--- config.mk ---
export PLATFORM = sky130hd
export DESIGN_NAME = projectile_ctrl
export DESIGN_NICKNAME = d
export VERILOG_FILES = /design/src/rtl/projectile_pkg.sv /design/src/rtl/shot_fsm.sv /design/src/rtl/projectile_ctrl.sv
export SDC_FILE = /design/constraint.sdc
export NUM_CORES = 1
export LEC_CHECK = 0
export ABC_CLOCK_PERIOD_IN_PS = 2200
export CAP_MARGIN = 10
export CORE_MARGIN = 5
export CORE_UTILIZATION = 23
export CTS_CLUSTER_SIZE = 16
export DETAILED_ROUTE_END_ITERATION = 16
export PLACE_DENSITY_LB_ADDON = 0.25
export SYNTH_ARGS = -nofsm -noshare
export SYNTH_HDL_FRONTEND = slang
export SYNTH_SLANG_ARGS = --single-unit
--- constraint.sdc ---
create_clock -name frame_clk -period 2.2 [get_ports frame_clk]
set_clock_uncertainty 0.15 [all_clocks]
set_input_delay 0.44 -clock frame_clk [delete_from_list [all_inputs] [get_ports frame_clk]]
set_output_delay 0.44 -clock frame_clk [all_outputs]
set_load 0.05 [all_outputs]
--- src/rtl/projectile_pkg.sv ---
// projectile_pkg
// Shared types and default constants for the fireball launch controller.
// shot_state_t : per-player shot sequencing state (2-bit)
// CNT_W        : width of the per-channel frame counter
// *_DEF        : default values for the projectile_ctrl parameters
package projectile_pkg;

  typedef enum logic [1:0] {
    IDLE     = 2'd0,
    WINDUP   = 2'd1,
    FLYING   = 2'd2,
    COOLDOWN = 2'd3
  } shot_state_t;

  localparam int CNT_W             = 8;
  localparam int X_W               = 10;
  localparam int WINDUP_FRAMES_DEF   = 6;
  localparam int COOLDOWN_FRAMES_DEF = 30;
  localparam int MAX_FLIGHT_DEF      = 160;
  localparam int X_EDGE_DEF          = 630;

endpackage

--- src/rtl/shot_fsm.sv ---
// shot_fsm
// One player's shot sequencer: IDLE -> WINDUP -> FLYING -> COOLDOWN -> IDLE.
// Ports:
//   frame_clk     : one tick per video frame
//   Reset         : asynchronous, active-high
//   startscreen   : menu active, forces IDLE (highest priority)
//   shoot         : level fire key, only a rising edge launches
//   ballcollision : ball overlaps opponent (honoured in FLYING only)
//   BallX         : ball X from the motion block
//   flying/windup/ready : registered state decodes
//   hit           : one-frame pulse when a flight ends by collision
module shot_fsm
  import projectile_pkg::*;
#(
  parameter int WINDUP_FRAMES   = WINDUP_FRAMES_DEF,
  parameter int COOLDOWN_FRAMES = COOLDOWN_FRAMES_DEF,
  parameter int MAX_FLIGHT      = MAX_FLIGHT_DEF,
  parameter int X_EDGE          = X_EDGE_DEF
) (
  input  logic           frame_clk,
  input  logic           Reset,
  input  logic           startscreen,
  input  logic           shoot,
  input  logic           ballcollision,
  input  logic [X_W-1:0] BallX,
  output logic           flying,
  output logic           windup,
  output logic           hit,
  output logic           ready
);

  localparam logic [CNT_W-1:0] WIND_LD     = CNT_W'(WINDUP_FRAMES - 1);
  localparam logic [CNT_W-1:0] COOL_LD     = CNT_W'(COOLDOWN_FRAMES - 1);
  localparam logic [CNT_W-1:0] FLIGHT_LAST = CNT_W'(MAX_FLIGHT - 1);
  localparam logic [X_W-1:0]   EDGE        = X_W'(X_EDGE);

  shot_state_t      state, nxt_state;
  logic [CNT_W-1:0] cnt, nxt_cnt;
  logic             shoot_q;
  logic             nxt_hit;
  logic             off_screen;

  // A ball wrapping left past 0 reads as >= 1019, so one unsigned compare
  // catches both edges. The first two flight frames are skipped because the
  // motion block still reports the previous position.
  assign off_screen = (BallX > EDGE) && (cnt >= CNT_W'(2));

  always_comb begin
    nxt_state = state;
    nxt_cnt   = cnt;
    nxt_hit   = 1'b0;
    if (startscreen) begin
      nxt_state = IDLE;
      nxt_cnt   = '0;
    end else begin
      case (state)
        IDLE: begin
          if (shoot && !shoot_q) begin
            nxt_state = WINDUP;
            nxt_cnt   = WIND_LD;
          end
        end
        WINDUP: begin
          if (cnt == '0) begin
            nxt_state = FLYING;
            nxt_cnt   = '0;
          end else begin
            nxt_cnt = cnt - 1'b1;
          end
        end
        FLYING: begin
          if (ballcollision || off_screen || (cnt == FLIGHT_LAST)) begin
            nxt_state = COOLDOWN;
            nxt_cnt   = COOL_LD;
            nxt_hit   = ballcollision;  // collision wins over edge/timeout
          end else if (cnt != '1) begin
            nxt_cnt = cnt + 1'b1;
          end
        end
        COOLDOWN: begin
          if (cnt == '0) nxt_state = IDLE;
          else           nxt_cnt   = cnt - 1'b1;
        end
        default: begin
          nxt_state = IDLE;
          nxt_cnt   = '0;
        end
      endcase
    end
  end

  // Outputs are registered from the next state so they line up with state.
  always_ff @(posedge frame_clk or posedge Reset) begin
    if (Reset) begin
      state   <= IDLE;
      cnt     <= '0;
      shoot_q <= 1'b0;
      flying  <= 1'b0;
      windup  <= 1'b0;
      hit     <= 1'b0;
      ready   <= 1'b1;
    end else begin
      state   <= nxt_state;
      cnt     <= nxt_cnt;
      shoot_q <= shoot;
      flying  <= (nxt_state == FLYING);
      windup  <= (nxt_state == WINDUP);
      hit     <= nxt_hit;
      ready   <= (nxt_state == IDLE);
    end
  end

endmodule

--- src/rtl/projectile_ctrl.sv ---
// projectile_ctrl
// Two independent fireball launch channels (player 1 and player 2).
// Ports:
//   frame_clk, Reset (async, active-high), startscreen
//   shoot/shoot2, ballcollision/ballcollision2, BallX/BallX2 : per-player inputs
//   flying/flying2, windup/windup2, hit/hit2, ready/ready2   : per-player outputs
module projectile_ctrl
  import projectile_pkg::*;
#(
  parameter int WINDUP_FRAMES   = WINDUP_FRAMES_DEF,
  parameter int COOLDOWN_FRAMES = COOLDOWN_FRAMES_DEF,
  parameter int MAX_FLIGHT      = MAX_FLIGHT_DEF,
  parameter int X_EDGE          = X_EDGE_DEF
) (
  input  logic       frame_clk,
  input  logic       Reset,
  input  logic       startscreen,
  input  logic       shoot,
  input  logic       shoot2,
  input  logic       ballcollision,
  input  logic       ballcollision2,
  input  logic [9:0] BallX,
  input  logic [9:0] BallX2,
  output logic       flying,
  output logic       flying2,
  output logic       windup,
  output logic       windup2,
  output logic       hit,
  output logic       hit2,
  output logic       ready,
  output logic       ready2
);

  shot_fsm #(
    .WINDUP_FRAMES(WINDUP_FRAMES), .COOLDOWN_FRAMES(COOLDOWN_FRAMES),
    .MAX_FLIGHT(MAX_FLIGHT), .X_EDGE(X_EDGE)
  ) u_ch1 (
    .frame_clk(frame_clk), .Reset(Reset), .startscreen(startscreen),
    .shoot(shoot), .ballcollision(ballcollision), .BallX(BallX),
    .flying(flying), .windup(windup), .hit(hit), .ready(ready)
  );

  shot_fsm #(
    .WINDUP_FRAMES(WINDUP_FRAMES), .COOLDOWN_FRAMES(COOLDOWN_FRAMES),
    .MAX_FLIGHT(MAX_FLIGHT), .X_EDGE(X_EDGE)
  ) u_ch2 (
    .frame_clk(frame_clk), .Reset(Reset), .startscreen(startscreen),
    .shoot(shoot2), .ballcollision(ballcollision2), .BallX(BallX2),
    .flying(flying2), .windup(windup2), .hit(hit2), .ready(ready2)
  );

endmodule

==> Word-level counts from Yosys, hierarchy flattened <==
Cells that the tools add are included.
W data, S select, Z words.
{ "op_classes": {"n_reduce_logical": 18, "n_addsub": 4, "eq_ne": 20, "mux": 32, "order_cmp": 4} }
{ "ops": {"columns": ["operator", "count"], "rows": [
  ["$mux W8", 12],
  ["$pmux W8 S4", 2],
  ["$gt A10 B10 Y1 const B", 2],
  ["$mux W2", 10],
  ["$add A8 B1 Y8 const B", 2],
  ["$eq A8 B8 Y1 const B", 2],
  ["$ge A8 B2 Y1 const B", 2],
  ["$logic_not A8 Y1", 2],
  ["$ne A8 B8 Y1 const B", 2],
  ["$pmux W2 S4", 2],
  ["$sub A8 B1 Y8 const B", 2],
  ["$eq A2 B2 Y1 const B", 6],
  ["$eq A2 B1 Y1 const B", 4],
  ["$logic_not A2 Y1", 4],
  ["$ne A4 B2 Y1 const B", 2],
  ["$mux W1", 6],
  ["$ne A3 B2 Y1 const B", 2],
  ["$ne A3 B3 Y1 const B", 2],
  ["$reduce_and A3 Y1", 2],
  ["$logic_and A1 B1 Y1", 4],
  ["$logic_or A1 B1 Y1", 4],
  ["$logic_not A1 Y1", 2]
]} }
{ "word_totals": {"elab_cells": 92, "reg_bits": 30, "in_bits": 27, "out_inout_bits": 8} }

==> Logic depth before layout (Yosys ltp) <==
Gate-level depths: netlist of the first run.
{ "depth": {"depth_word": 8, "mapped_depth": 8, "depth_no_buf": 7} }

==> By module <==
A second synthesis of the first run with hierarchy kept.
{ "unflattened": {"hier_cells": 285, "area_unflattened_um2": 2418.6} }
{ "by_module_without_submodules": {"columns": ["mod", "cells_each", "instances", "area_per_inst_um2", "seq_area_each_um2"], "rows": [
  ["shot_fsm at u_ch2", 146, 1, 1236.2, 376.6],
  ["shot_fsm at u_ch1", 139, 1, 1182.4, 376.6]
]} }

==> Worst setup path after synthesis of the first run <==
No wires, ideal clock.
{ "synth_path": {"path_kind": "in2reg", "startpoint": "input startscreen", "endpoint": "register u_ch1.cnt[0]", "required_time_ps": 1929, "arrival_ps": 2004, "setup_ps": 121, "stages": 6, "n_path_buf": 1, "path_slack_ps": -75, "path_cell_list": "buf_6 -> or3b_1 -> or4_4 -> a211oi_4 -> nor3_1 -> a22o_1"} }
{ "synth_via": {"elab_chain_cells": 2, "word_cells_on_any_way": 5, "classes_between": "eq/ne: 3; mux: 1; reduce/logical: 1"} }
{ "synth_rtl": {"columns": ["item", "line", "rtl"], "rows": [
  ["start, declared", "projectile_ctrl.sv:17", "input logic startscreen,"],
  ["$ne A4 B2 Y1 (no source line) (tied with other cells)", null, null],
  ["$reduce_and A3 Y1 (no source line)", null, null],
  ["end signal, assigned", "shot_fsm.sv:104", "cnt <= nxt_cnt;"],
  ["end, declared", "shot_fsm.sv:38", "logic [CNT_W-1:0] cnt, nxt_cnt;"]
]} }
Parallel ways exist; a longest one is shown, timed or not.
A chain may end at the register's enable or synchronous reset.

==> Worst setup path in the final report of the first run <==
{ "layout_path": {"startpoint": "register u_ch2.cnt[1]", "endpoint": "register u_ch2.cnt[2]"} }
{ "layout_via": {"elab_chain_cells": 7, "word_cells_on_any_way": 18, "classes_between": "add/sub: 2; order compare: 1; eq/ne: 4; mux: 6; reduce/logical: 5"} }
{ "layout_rtl": {"columns": ["item", "line", "rtl"], "rows": [
  ["start, declared", "shot_fsm.sv:38", null],
  ["start signal, assigned", "shot_fsm.sv:104", null],
  ["$ge A8 B2 Y1", "shot_fsm.sv:46", "assign off_screen = (BallX > EDGE) && (cnt >= CNT_W'(2));"],
  ["$logic_and A1 B1 Y1", "shot_fsm.sv:46", null],
  ["$logic_or A1 B1 Y1 (2 in series)", "shot_fsm.sv:72", "if (ballcollision || off_screen || (cnt == FLIGHT_LAST)) begin"],
  ["$mux W8", "shot_fsm.sv:72", null],
  ["$pmux W8 S4", "shot_fsm.sv:56", "case (state)"],
  ["$mux W8", "shot_fsm.sv:52", "if (startscreen) begin"]
]} }
Parallel ways exist; a longest one is shown, timed or not. The select of a mux whose other input is x is not followed.

==> results of run 1 <==
through the flow:
| step | setup TNS [ns] | total power, mW | worst slack [ns] | util, % | area [um^2] |
|---|---|---|---|---|---|
| global placement | -6.78 | 2.14 | -0.481 | 32.7 | 3140 |
| floorplan | 0 | 1.48 | 0.0134 | - | 2230 |
| finish | 0 | 2.78 | 0.0529 | 36.4 | 3490 |
| global route | -0.0753 | 2.97 | -0.0314 | 36.4 | 3490 |
| CTS | -0.000492 | 2.64 | -0.000492 | 34.5 | 3310 |
| detailed placement | -7.16 | 2.12 | -0.504 | 32.7 | 3140 |
area by class of cell:
cell class                 count  area share [%]
tap                          133            4.76
clock inverter                 3           0.609
timing repair buffer         109            25.9
sequential                    30            21.6
inverter                      16            1.79
clock buffer                   5            1.97
multi-input combinational    203            43.3
report_power, final:
group	leakage (nW)	switching [mW]	internal, mW
Clock	0.0441	0.236	0.222
Sequential	0.388	0.125	0.656
Combinational	1.01	0.782	0.762
Total	1.44	1.14	1.64
cells in the mapped netlist (all sizes together) (3+ instances only):
cell	instances	area, um^2
a22oi	3	22.5
nand2b	3	18.8
or3b	3	26.3
a21oi	19	95.1
dfrtp	28	701
nand4	3	18.8
nor3	15	80.1
or2	3	18.8
and3	6	37.5
nand3b	3	22.5
nand2	20	75.1
a311oi	8	70.1
a2bb2oi	3	26.3
a31oi	6	37.5
nor2	17	63.8
buf	6	36.3
clkbuf	9	33.8
nand3	9	45.0
o2bb2ai	4	35.0
o21a	4	30.0
a211oi	3	35.0
inv	16	60.1
nor2b	9	56.3
o21ai	11	55.1
or3	4	25.0
nand4b	3	26.3
nor4	4	31.3
ha	6	75.1
or4	4	37.5
cell families after synthesis:
logic type	count (synthesis)	synth area share, %
and+or+nand+nor	113	28.9
AOI/OAI and AO/OA	82	27.2
buffers and inverters	31	5.85
DFF	30	33.8
adders and majority gates	6	3.37
xor gates and xnor gates	2	0.787
how the worst max path moves through the flow:
stage,startpoint,cells after the start,slack (ns),to
2_1_floorplan,u_ch2.cnt[1]$_DFFE_PP0P_,6,0.01,u_ch2.cnt[0]$_DFFE_PP0P_
3_3_place_gp,startscreen,6,-0.48,u_ch1.cnt[1]$_DFFE_PP0P_
3_5_place_dp,startscreen,6,-0.50,u_ch1.cnt[1]$_DFFE_PP0P_
4_1_cts,u_ch1.cnt[0]$_DFFE_PP0P_,8,-0.0005,u_ch1.cnt[0]$_DFFE_PP0P_
5_1_grt,u_ch2.cnt[1]$_DFFE_PP0P_,9,-0.03,u_ch2.cnt[2]$_DFFE_PP0P_
6_report,u_ch2.cnt[1]$_DFFE_PP0P_,7,0.05,u_ch2.cnt[2]$_DFFE_PP0P_
what timing repair did:
item | 4_1_cts | 5_1_grt
buffers inserted | 2 | 8
cloned | 0 | 1
endpoints found under the setup margin | 16 | 17
pin swaps | 3 | 11
resized for setup | 14 | 30
worst max-delay path, delay by kind of cell (launching register included):
kind                     cells  cell delay, ns
AND/OR/NAND/NOR              2            0.66
AO/OA/AOI/OAI                3            0.45
flip-flops                   1            0.37
adder cells (fa/ha/maj)      1            0.20
buffers and inverters        1            0.20
layer usage:
layer	share of wire, %	up-vias
li1	-	1202
met1	44	1177
met2	50	58
met3	4.7	10
met4	1.7	0
met5	0	-
flip-flops by register name, indices dropped and copies added, names as in the netlist:
register and cells:
u_ch1.state 2, u_ch2.hit 1, u_ch2.flying 1, u_ch1.hit 1, u_ch1.windup 1, u_ch2.shoot_q 1, u_ch1.ready 1, u_ch2.ready 1
u_ch1.cnt 8, u_ch1.flying 1, u_ch2.windup 1, u_ch2.cnt 8, u_ch2.state 2, u_ch1.shoot_q 1
==> run summary, run 1 <==
======================================================================================
Starting density of the core                                                     23.2%
DRC violations left                                                                  0
Core region area                                                             9590 um^2
Busiest grt layer                                                                 met2
Post-synth net total                                                               297
Skew-Pair Late Insertion Delay                                                 0.28 ns
Max frequency                                                                  466 MHz
Post-layout minimum cycle time                                                 2.15 ns
Number of H-tree branching levels                                                    2
ANT nets after route                                                                 0
Number of buffers inserted during clock tree synthesis                               5
Maximum fanout count along the critical path                                         7
Number of filler instances in the final layout                                    1001
Combined flip-flop and latch cell area                                        756 um^2
Register bit total from synthesis                                                   30
Synthesized area per cell                                                    8.43 um^2
Status                                                                    finished, final reports clean
Area of the multi-input gates                                                1510 um^2
Placed cell count                                                                  480
Violation count after the first detailed-route iteration                            87
Clock root cell                                                           sky130_fd_sc_hd__clkbuf_8
Number of distinct standard cells referenced by the synthesized netlist             62
Largest vdd supply drop                                                         267 uV
Initial antenna violation count                                                      0
Pin count of the biggest net entering global routing                                31
Series of cell instances along the critical path                          ha_2, nand2_1, or4_4, a2111oi_4, buf_4, a311oi_1, o22a_1
Static leakage power                                                           1.44 nW
Syn Inst Count                                                                     264
Normalized max-slew margin                                                       66.1%
Critical path capture point type                                              register
GR Overflow Total                                                                    0
Kind of critical path                                                     register to register
Count of port buffers added during placement                                        34
Area growth syn-to-layout                                                        57.0%
Global-route wire length before repair                                        11900 um
Hold/Removal Path Class                                                   input pin to async pin
Final Hold Fails                                                                     0
PD cells                                                                   796 nW/um^2
Number of buffers on the longest clock path                                          2
Final cell count without fillers                                                   499
Reg2reg setup slack                                                            0.05 ns
Number of max-capacitance violations reported                                        0
Post-detailed-route via-to-cell ratio                                             4.90
Fraction of final layout cells sized beyond drive strength 1                     35.0%
Arrival time of data at the critical path endpoint                             2.17 ns
Routability Congestion                                                           0.911
Crit start category                                                           register
Maximum single-stage delay on the critical path                                0.55 ns
Slew at the pin with the worst max-slew slack                                 0.506 ns
Number of synthesized flops with an enable pin                                       0
Fraction of registers with async set or reset after synthesis                     100%
Setup violators final                                                                0
Routed WL per cell                                                             14.5 um
Worst hold margin                                                             0.381 ns
Antenna diode instance count                                                         0
DRT Wirelength                                                                 7260 um
Commonest non-fill, non-tap cell in the layout                            sky130_fd_sc_hd__buf_4
Most frequent cells in the layout                                         73 x sky130_fd_sc_hd__buf_4, 31 x sky130_fd_sc_hd__clkdlybuf4s50_1, 26 x sky130_fd_sc_hd__dfrtp_1
Final nets                                                                         398
Count of hold-fix buffers inserted at cts                                            0
Total global routing track utilization                                           12.7%
Die Span X                                                                      108 um
Die height                                                                      108 um
Global-route track usage on met2                                                 21.2%
Seq/Total Area, Yosys                                                            33.8%
Total number of vias                                                              2447
Global-route track usage on met3                                                 2.45%
Share of the cycle needed by the critical path after routing                     97.6%
Clock tree from TritonCTS                                                         done
Placed wire-length estimate after detailed placement                           5470 um
Pins over their slew limit                                                           0
R2R Path Start                                                            u_ch2.cnt[1]$_DFFE_PP0P_
Standard-cell row count                                                             36
Top FF cell, synth                                                        sky130_fd_sc_hd__dfrtp_1
First drt pass iteration count                                                       4
Number of warnings reported in the yosys synthesis log                               0
Cell count of the worst reg-to-reg path                                              7
Top-level port count                                                                35
Area of the die                                                             11700 um^2
Number of global-route vias before repair                                         2387
Unrepaired setup endpoints after global routing                                    yes
Highest-delay cell along the critical path                                sky130_fd_sc_hd__or4_4
Endpoint of the lowest-slack register-to-register path                    u_ch2.cnt[2]$_DFFE_PP0P_
Reg clk slew, reported paths                                                   0.08 ns
Post-synth design cell area                                                  2230 um^2
Sinks on the clock net                                                              30
Req. time, crit path                                                           2.22 ns
Met1 Resource Use GR                                                             16.2%
======================================================================================
No activity file was read; power rests on OpenSTA's default activity.
==> inputs of run 2 (changes only) <==
--- a/config.mk
+++ b/config.mk
@@ -11,7 +11,8 @@
 export CORE_UTILIZATION = 23
 export CTS_CLUSTER_SIZE = 16
 export DETAILED_ROUTE_END_ITERATION = 16
-export PLACE_DENSITY_LB_ADDON = 0.25
+export HOLD_SLACK_MARGIN = 0.06
+export PLACE_DENSITY = 0.4
 export SYNTH_ARGS = -nofsm -noshare
 export SYNTH_HDL_FRONTEND = slang
 export SYNTH_SLANG_ARGS = --single-unit
==> run 2 against run 1 <==
  * Total power is 5.0% higher
  * Global-route usage hardly changed
  * Largest cell class unchanged
  * Count of clock-buffer cells in the layout stayed put
  * Final cell count is 0.20% lower
==> run summary, run 2 (synthesized netlist as in run 1, its figures left out) <==
====================================================================================
Die height                                                                    108 um   unchanged
Starting density of the core                                                   23.2%   unchanged
Unrepaired setup endpoints after global routing                                  yes   unchanged
Reg clk slew, reported paths                                                 0.07 ns   was 0.08 ns
GR Overflow Total                                                                  0   unchanged
Standard-cell row count                                                           36   unchanged
First drt pass iteration count                                                     4   unchanged
Max frequency                                                                464 MHz   was 466 MHz
Clock tree from TritonCTS                                                       done   unchanged
Total number of vias                                                            2485   was 2447
Final Hold Fails                                                                   0   unchanged
Normalized max-slew margin                                                     65.0%   was 66.1%
Setup violators final                                                              0   unchanged
Top-level port count                                                              35   unchanged
Routed WL per cell                                                           15.1 um   was 14.5 um
PD cells                                                                 822 nW/um^2   was 796 nW/um^2
Critical path capture point type                                            register   unchanged
Arrival time of data at the critical path endpoint                           2.16 ns   was 2.17 ns
Initial antenna violation count                                                    0   unchanged
Number of max-capacitance violations reported                                      0   unchanged
Depth of the critical timing path with buffers and inverters included              9   was 7
Skew-Pair Late Insertion Delay                                               0.28 ns   about the same
End point of the critical path                                          u_ch2.cnt[6]$_DFFE_PP0P_   was u_ch2.cnt[2]$_DFFE_PP0P_
Violation count after the first detailed-route iteration                          78   was 87
Hold/Removal Path Class                                                 input pin to async pin   unchanged
Number of buffers inserted during clock tree synthesis                             5   unchanged
R2R Path Start                                                          u_ch2.cnt[1]$_DFFE_PP0P_   unchanged
Static leakage power                                                         1.45 nW   was 1.44 nW
Area growth syn-to-layout                                                      59.8%   was 57.0%
Series of cell instances along the critical path                        buf_6, inv_4, ha_4, or3b_4, buf_6, nor3_4, o21ai_1, nor3_1, a22oi_1   was ha_2, nand2_1, or4_4, a2111oi_4, buf_4, a311oi_1, o22a_1
Die Span X                                                                    108 um   unchanged
Design Power                                                                 2.92 mW   was 2.78 mW
Core region area                                                           9590 um^2   unchanged
Global-route wire length before repair                                      11900 um   about the same
Commonest non-fill, non-tap cell in the layout                          sky130_fd_sc_hd__buf_4   unchanged
Final nets                                                                       397   was 398
Area of the die                                                           11700 um^2   unchanged
DRT Wirelength                                                               7500 um   was 7260 um
ANT nets after route                                                               0   unchanged
Crit start category                                                         register   unchanged
Req. time, crit path                                                         2.20 ns   was 2.22 ns
Placed wire-length estimate after detailed placement                         5890 um   was 5470 um
Endpoint of the lowest-slack register-to-register path                  u_ch2.cnt[6]$_DFFE_PP0P_   was u_ch2.cnt[2]$_DFFE_PP0P_
Share of the cycle needed by the critical path after routing                   97.9%   was 97.6%
Reg2reg setup slack                                                          0.05 ns   about the same
Number of H-tree branching levels                                                  2   unchanged
Total global routing track utilization                                         12.7%   about the same
Antenna diode instance count                                                       0   unchanged
Critical path launch point                                              u_ch2.cnt[1]$_DFFE_PP0P_   unchanged
Most frequent cells in the layout                                       71 x sky130_fd_sc_hd__buf_4, 31 x sky130_fd_sc_hd__clkdlybuf4s50_1, 25 x sky130_fd_sc_hd__dfrtp_1   was 73 x sky130_fd_sc_hd__buf_4, 31 x sky130_fd_sc_hd__clkdlybuf4s50_1, 26 x sky130_fd_sc_hd__dfrtp_1
Largest vdd supply drop                                                       260 uV   was 267 uV
Pin count of the biggest net entering global routing                              31   unchanged
Routability Congestion                                                         0.797   was 0.911
Number of buffers on the longest clock path                                        2   unchanged
Highest-delay cell along the critical path                              sky130_fd_sc_hd__dfrtp_1   was sky130_fd_sc_hd__or4_4
Kind of critical path                                                   register to register   unchanged
Slew at the pin with the worst max-slew slack                               0.523 ns   was 0.506 ns
Sinks on the clock net                                                            30   unchanged
Placed cell count                                                                485   was 480
Fraction of final layout cells sized beyond drive strength 1                   36.4%   was 35.0%
Maximum single-stage delay on the critical path                              0.42 ns   was 0.55 ns
DRC violations left                                                                0   unchanged
Maximum fanout count along the critical path                                       4   was 7
Count of port buffers added during placement                                      34   unchanged
Largest registers in the final layout                                   u_ch1.cnt x8, u_ch2.cnt x8   unchanged
Clock root cell                                                         sky130_fd_sc_hd__clkbuf_8   unchanged
Number of global-route vias before repair                                       2473   was 2387
Final cell count without fillers                                                 498   was 499
CP top delay family                                                     simple AND/OR/NAND/NOR gates   unchanged
Post-detailed-route via-to-cell ratio                                           4.99   was 4.90
Pins over their slew limit                                                         0   unchanged
Buffer and inverter count on the worst path                                        3   was 1
Status                                                                  finished, final reports clean   unchanged
Cell count of the worst reg-to-reg path                                            9   was 7
Post-layout minimum cycle time                                               2.15 ns   about the same
Top cell by count, worst path                                           sky130_fd_sc_hd__buf_6
====================================================================================
[run 2: changes by cell type in the layout (fill, tap and decap cells not counted), moves of 2 or more]
cell / previous run / this run
sky130_fd_sc_hd__buf_4: 73 / 71
sky130_fd_sc_hd__o21ai_0: 9 / 7
sky130_fd_sc_hd__a21oi_2: 4 / 1
sky130_fd_sc_hd__a2bb2oi_2: 2 / 0
sky130_fd_sc_hd__a21oi_4: 0 / 2
sky130_fd_sc_hd__a2bb2oi_1: 1 / 3
sky130_fd_sc_hd__nor3_1: 13 / 11
sky130_fd_sc_hd__o21ai_1: 1 / 3
[run 2: worst min path at each step]
| stage | start | end | slack [ns] | cells after the start |
|---|---|---|---|---|
| after detailed placement | u_ch2.cnt[2]$_DFFE_PP0P_ | u_ch2.cnt[2]$_DFFE_PP0P_ | 0.40 | 1 |
| final | Reset | u_ch1.flying$_DFF_PP0_ | 0.39 | 3 |
| after global placement | u_ch2.cnt[2]$_DFFE_PP0P_ | u_ch2.cnt[2]$_DFFE_PP0P_ | 0.42 | 1 |
| after global routing | startscreen | u_ch1.state[1]$_DFF_PP0_ | 0.42 | 3 |
| after CTS | u_ch2.cnt[2]$_DFFE_PP0P_ | u_ch2.cnt[2]$_DFFE_PP0P_ | 0.41 | 1 |
| after floorplan | shoot | u_ch1.shoot_q$_DFF_PP0_ | 0.32 | 0 |
[run 2: layout make-up]
cell class	instances	area (um^2)
Clock inverter	3	45.0
Timing Repair Buffer	108	898
Multi-Input combinational cell	203	1560
Clock buffer	5	68.8
Inverter	16	62.6
Sequential cell	30	757
Fill cell	982	6040
Tap cell	133	166
[run 2: stage by stage]
stage          worst slack, ns  utilization (%)  TNS, ns  hold WS (ns)  instance area [um^2]
2_1_floorplan           0.0134                -        0         0.321                  2230
3_3_place_gp            -0.508             33.1    -6.82         0.424                  3180
3_5_place_dp            -0.550             33.1    -7.41         0.400                  3180
4_1_cts                0.00435             35.0        0         0.415                  3360
5_1_grt                -0.0433             37.1   -0.149         0.421                  3560
6_report                0.0458             37.1        0         0.394                  3560
[run 2: worst min-delay path: stages]
cell and delay, ns:
sky130_fd_sc_hd__clkdlybuf4s50_1 0.40, sky130_fd_sc_hd__inv_1 0.05, sky130_fd_sc_hd__buf_4 0.35
[run 2: where the power goes]
part	total [mW]	switching, mW	leakage [nW]	internal (mW)
Combinational	1.55	0.783	1.01	0.765
Clock	0.565	0.228	0.0504	0.337
Sequential	0.810	0.151	0.387	0.659
[run 2: routing by layer]
layer,track usage [%],wire (um)
met1,14.2,3010
met2,24.3,3970
met3,2.39,364
met4,3.97,153
met5,0,0
[run 2: repair_timing]
| item | CTS | global route |
|---|---|---|
| cloned | 0 | 1 |
| setup endpoints to repair | 16 | 18 |
| gates resized for setup | 15 | 43 |
| buffers inserted | 1 | 5 |
| hold buffers | 0 | 0 |
| pin swaps | 2 | 13 |
==> inputs of run 3 (changes only) <==
--- a/config.mk
+++ b/config.mk
@@ -8,11 +8,11 @@
 export ABC_CLOCK_PERIOD_IN_PS = 2200
 export CAP_MARGIN = 10
 export CORE_MARGIN = 5
-export CORE_UTILIZATION = 23
+export CORE_UTILIZATION = 49
 export CTS_CLUSTER_SIZE = 16
 export DETAILED_ROUTE_END_ITERATION = 16
 export HOLD_SLACK_MARGIN = 0.06
-export PLACE_DENSITY = 0.4
+export PLACE_DENSITY = 0.86
 export SYNTH_ARGS = -nofsm -noshare
 export SYNTH_HDL_FRONTEND = slang
 export SYNTH_SLANG_ARGS = --single-unit
==> run 3 against run 2 <==
  * The run now ends with negative setup slack left
  * Routed wire length shrank 4.0%
  * First-iteration DRC count grew 150%
  * Critical path depth shrank 2
  * Non-clock buffer count shrank 9
  * Global-route usage grew 9.4 points
  * Critical endpoint is now u_ch1.cnt[2]$_DFFE_PP0P_
  * Largest cell class unchanged
  * Largest power group unchanged
==> run summary, run 3 (synthesized netlist as in run 1, its figures left out) <==
===========================================================================
Status                                                         complete, but fails checks   was finished, final reports clean
Violated checks                                                negative setup slack
GR Overflow Total                                                         0   unchanged
Pin count of the biggest net entering global routing                     31   unchanged
Unrepaired setup endpoints after global routing                         yes   unchanged
Hold/Removal Path Class                                        input pin to async pin   unchanged
Total number of vias                                                   2548   was 2485
Most frequent cells in the layout                              63 x sky130_fd_sc_hd__buf_4, 31 x sky130_fd_sc_hd__clkdlybuf4s50_1, 24 x sky130_fd_sc_hd__dfrtp_1   was 71 x sky130_fd_sc_hd__buf_4, 31 x sky130_fd_sc_hd__clkdlybuf4s50_1, 25 x sky130_fd_sc_hd__dfrtp_1
Number of global-route vias before repair                              2390   was 2473
Standard-cell row count                                                  24   was 36
Final Worst Setup Slack                                         -0.00702 ns   was 0.0458 ns
Count of hold-fix buffers inserted at cts                                 0   unchanged
Violation count after the first detailed-route iteration                192   was 78
Core region area                                                  4380 um^2   was 9590 um^2
Combined flip-flop and latch cell area                             758 um^2   was 757 um^2
Share of the cycle needed by the critical path after routing           100%   was 97.9%
Area growth syn-to-layout                                             52.2%   was 59.8%
Pins over their slew limit                                                0   unchanged
Top cell by count, worst path                                  sky130_fd_sc_hd__buf_4   was sky130_fd_sc_hd__buf_6
Reg clk slew, reported paths                                        0.06 ns   was 0.07 ns
Global-route wire length before repair                             10800 um   was 11900 um
Antenna diode instance count                                              0   unchanged
PD cells                                                        810 nW/um^2   was 822 nW/um^2
Commonest non-fill, non-tap cell in the layout                 sky130_fd_sc_hd__buf_4   unchanged
Number of max-capacitance violations reported                             0   unchanged
Final Hold Fails                                                          0   unchanged
Max frequency                                                       453 MHz   was 464 MHz
First drt pass iteration count                                            5   was 4
Largest vdd supply drop                                              491 uV   was 260 uV
Area of the die                                                   5990 um^2   was 11700 um^2
Endpoint of the lowest-slack register-to-register path         u_ch1.cnt[2]$_DFFE_PP0P_   was u_ch2.cnt[6]$_DFFE_PP0P_
DRC violations left                                                       0   unchanged
Number of filler instances in the final layout                          290   was 982
Normalized max-slew margin                                            63.0%   was 65.0%
Die Span X                                                          77.4 um   was 108 um
Kind of critical path                                          register to register   unchanged
Setup TNS                                                       -0.00702 ns   was 0 ns
Clock root cell                                                sky130_fd_sc_hd__clkbuf_8   unchanged
Fraction of final layout cells sized beyond drive strength 1          35.7%   was 36.4%
Number of buffers inserted during clock tree synthesis                    5   unchanged
Critical path capture point type                                   register   unchanged
R2R Path Start                                                 u_ch1.cnt[5]$_DFFE_PP0P_   was u_ch2.cnt[1]$_DFFE_PP0P_
Design Power                                                        2.74 mW   was 2.92 mW
Arrival time of data at the critical path endpoint                  2.26 ns   was 2.16 ns
ANT nets after route                                                      0   unchanged
Number of H-tree branching levels                                         2   unchanged
Routed WL per cell                                                  17.6 um   was 15.1 um
Initial antenna violation count                                           0   unchanged
DRT Wirelength                                                      7200 um   was 7500 um
Top-level port count                                                     35   unchanged
Maximum single-stage delay on the critical path                     0.52 ns   was 0.42 ns
Total global routing track utilization                                22.1%   was 12.7%
Reg2reg setup slack                                               -0.007 ns   was 0.05 ns
Slew at the pin with the worst max-slew slack                      0.547 ns   was 0.523 ns
Number of buffers on the longest clock path                               2   unchanged
Setup violators final                                                     1   was 0
Crit start category                                                register   unchanged
Routability Congestion                                                0.909   was 0.797
Largest registers in the final layout                          u_ch1.cnt x8, u_ch2.cnt x8   unchanged
Post-detailed-route via-to-cell ratio                                  6.25   was 4.99
Placed wire-length estimate after detailed placement                5020 um   was 5890 um
Final nets                                                              388   was 397
Req. time, crit path                                                2.26 ns   was 2.20 ns
Cell count of the worst reg-to-reg path                                   7   was 9
Count of port buffers added during placement                             34   unchanged
Starting density of the core                                          50.8%   was 23.2%
Maximum fanout count along the critical path                              6   was 4
Post-layout minimum cycle time                                      2.21 ns   was 2.15 ns
Skew-Pair Late Insertion Delay                                      0.28 ns   about the same
Static leakage power                                                1.41 nW   was 1.45 nW
Die height                                                          77.4 um   was 108 um
Series of cell instances along the critical path               buf_4, nor4bb_1, a211o_1, a21oi_4, buf_4, a211oi_1, a2bb2oi_1   was buf_6, inv_4, ha_4, or3b_4, buf_6, nor3_4, o21ai_1, nor3_1, a22oi_1
Clock tree from TritonCTS                                              done   unchanged
Highest-delay cell along the critical path                     sky130_fd_sc_hd__nor4bb_1   was sky130_fd_sc_hd__dfrtp_1
Area of the multi-input gates                                     1580 um^2   was 1560 um^2
Sinks on the clock net                                                   30   unchanged
===========================================================================
-- run 3: cell types whose count changed in the layout (fill, tap and decap cells not counted), sizes merged --
cell | before | now
bufinv | 1 | 0
clkbuf | 6 | 8
clkinv | 0 | 1
buf | 76 | 67
clkinvlp | 2 | 0
-- run 3: layout make-up --
cell class | instances | share of cell area (%)
clock buffers | 7 | 2.55
clock inverters | 1 | 0.148
inverters | 16 | 1.77
multi-input cells | 203 | 46.6
flip-flops and latches | 30 | 22.4
well taps | 52 | 1.92
repair buffers | 99 | 24.6
-- run 3: power breakdown --
part           internal [mW]  switching [mW]
Sequential             0.659           0.138
Clock                  0.252           0.207
Combinational          0.703           0.783
Total                   1.61            1.13
-- run 3: repair_timing --
item / 4_1_cts / 5_1_grt
hold endpoints to repair: 0 / 0
setup buffers: 3 / 10
pin swaps: 2 / 11
resized for setup: 14 / 43
setup endpoints to repair: 17 / 18
-- run 3: how the worst max path moves through the flow --
stage                                  start                       end  cells after the start
floorplan           u_ch2.cnt[1]$_DFFE_PP0P_  u_ch2.cnt[0]$_DFFE_PP0P_                      6
global placement                 startscreen  u_ch1.cnt[0]$_DFFE_PP0P_                      6
detailed placement               startscreen  u_ch1.cnt[1]$_DFFE_PP0P_                      6
CTS                 u_ch1.cnt[0]$_DFFE_PP0P_  u_ch1.cnt[0]$_DFFE_PP0P_                      7
global route        u_ch2.cnt[1]$_DFFE_PP0P_  u_ch2.cnt[2]$_DFFE_PP0P_                      8
finish              u_ch1.cnt[5]$_DFFE_PP0P_  u_ch1.cnt[2]$_DFFE_PP0P_                      7
-- run 3: worst max-delay path: cells and delay by family (launching register included) --
family / cells / cell delay [ns]
and+or+nand+nor: 1 / 0.52
buffers and inverters: 2 / 0.33
DFF: 1 / 0.41
AOI/OAI and AO/OA: 4 / 0.72
-- run 3: stage by stage --
stage                     util, %  hold WS, ns  instance area [um^2]  std cells  setup slack (ns)
after floorplan                 -        0.321                  2230        264            0.0134
after global placement       67.2        0.433                  2950        387            -0.477
after detailed placement     67.2        0.450                  2950        387            -0.527
final                        77.3        0.370                  3390        408          -0.00702
after CTS                    70.8        0.382                  3100        398           -0.0141
after global routing         77.3        0.402                  3390        408           -0.0495
-- run 3: per-layer routing --
| metal | track usage (%) | vias up | part of all wire [%] |
|---|---|---|---|
| met5 | 0 | - | 0 |
| met4 | 8.76 | 0 | 3.5 |
| met3 | 4.98 | 28 | 6.8 |
| met2 | 38.8 | 116 | 52 |
| met1 | 26.1 | 1223 | 38 |
| li1 | - | 1181 | - |
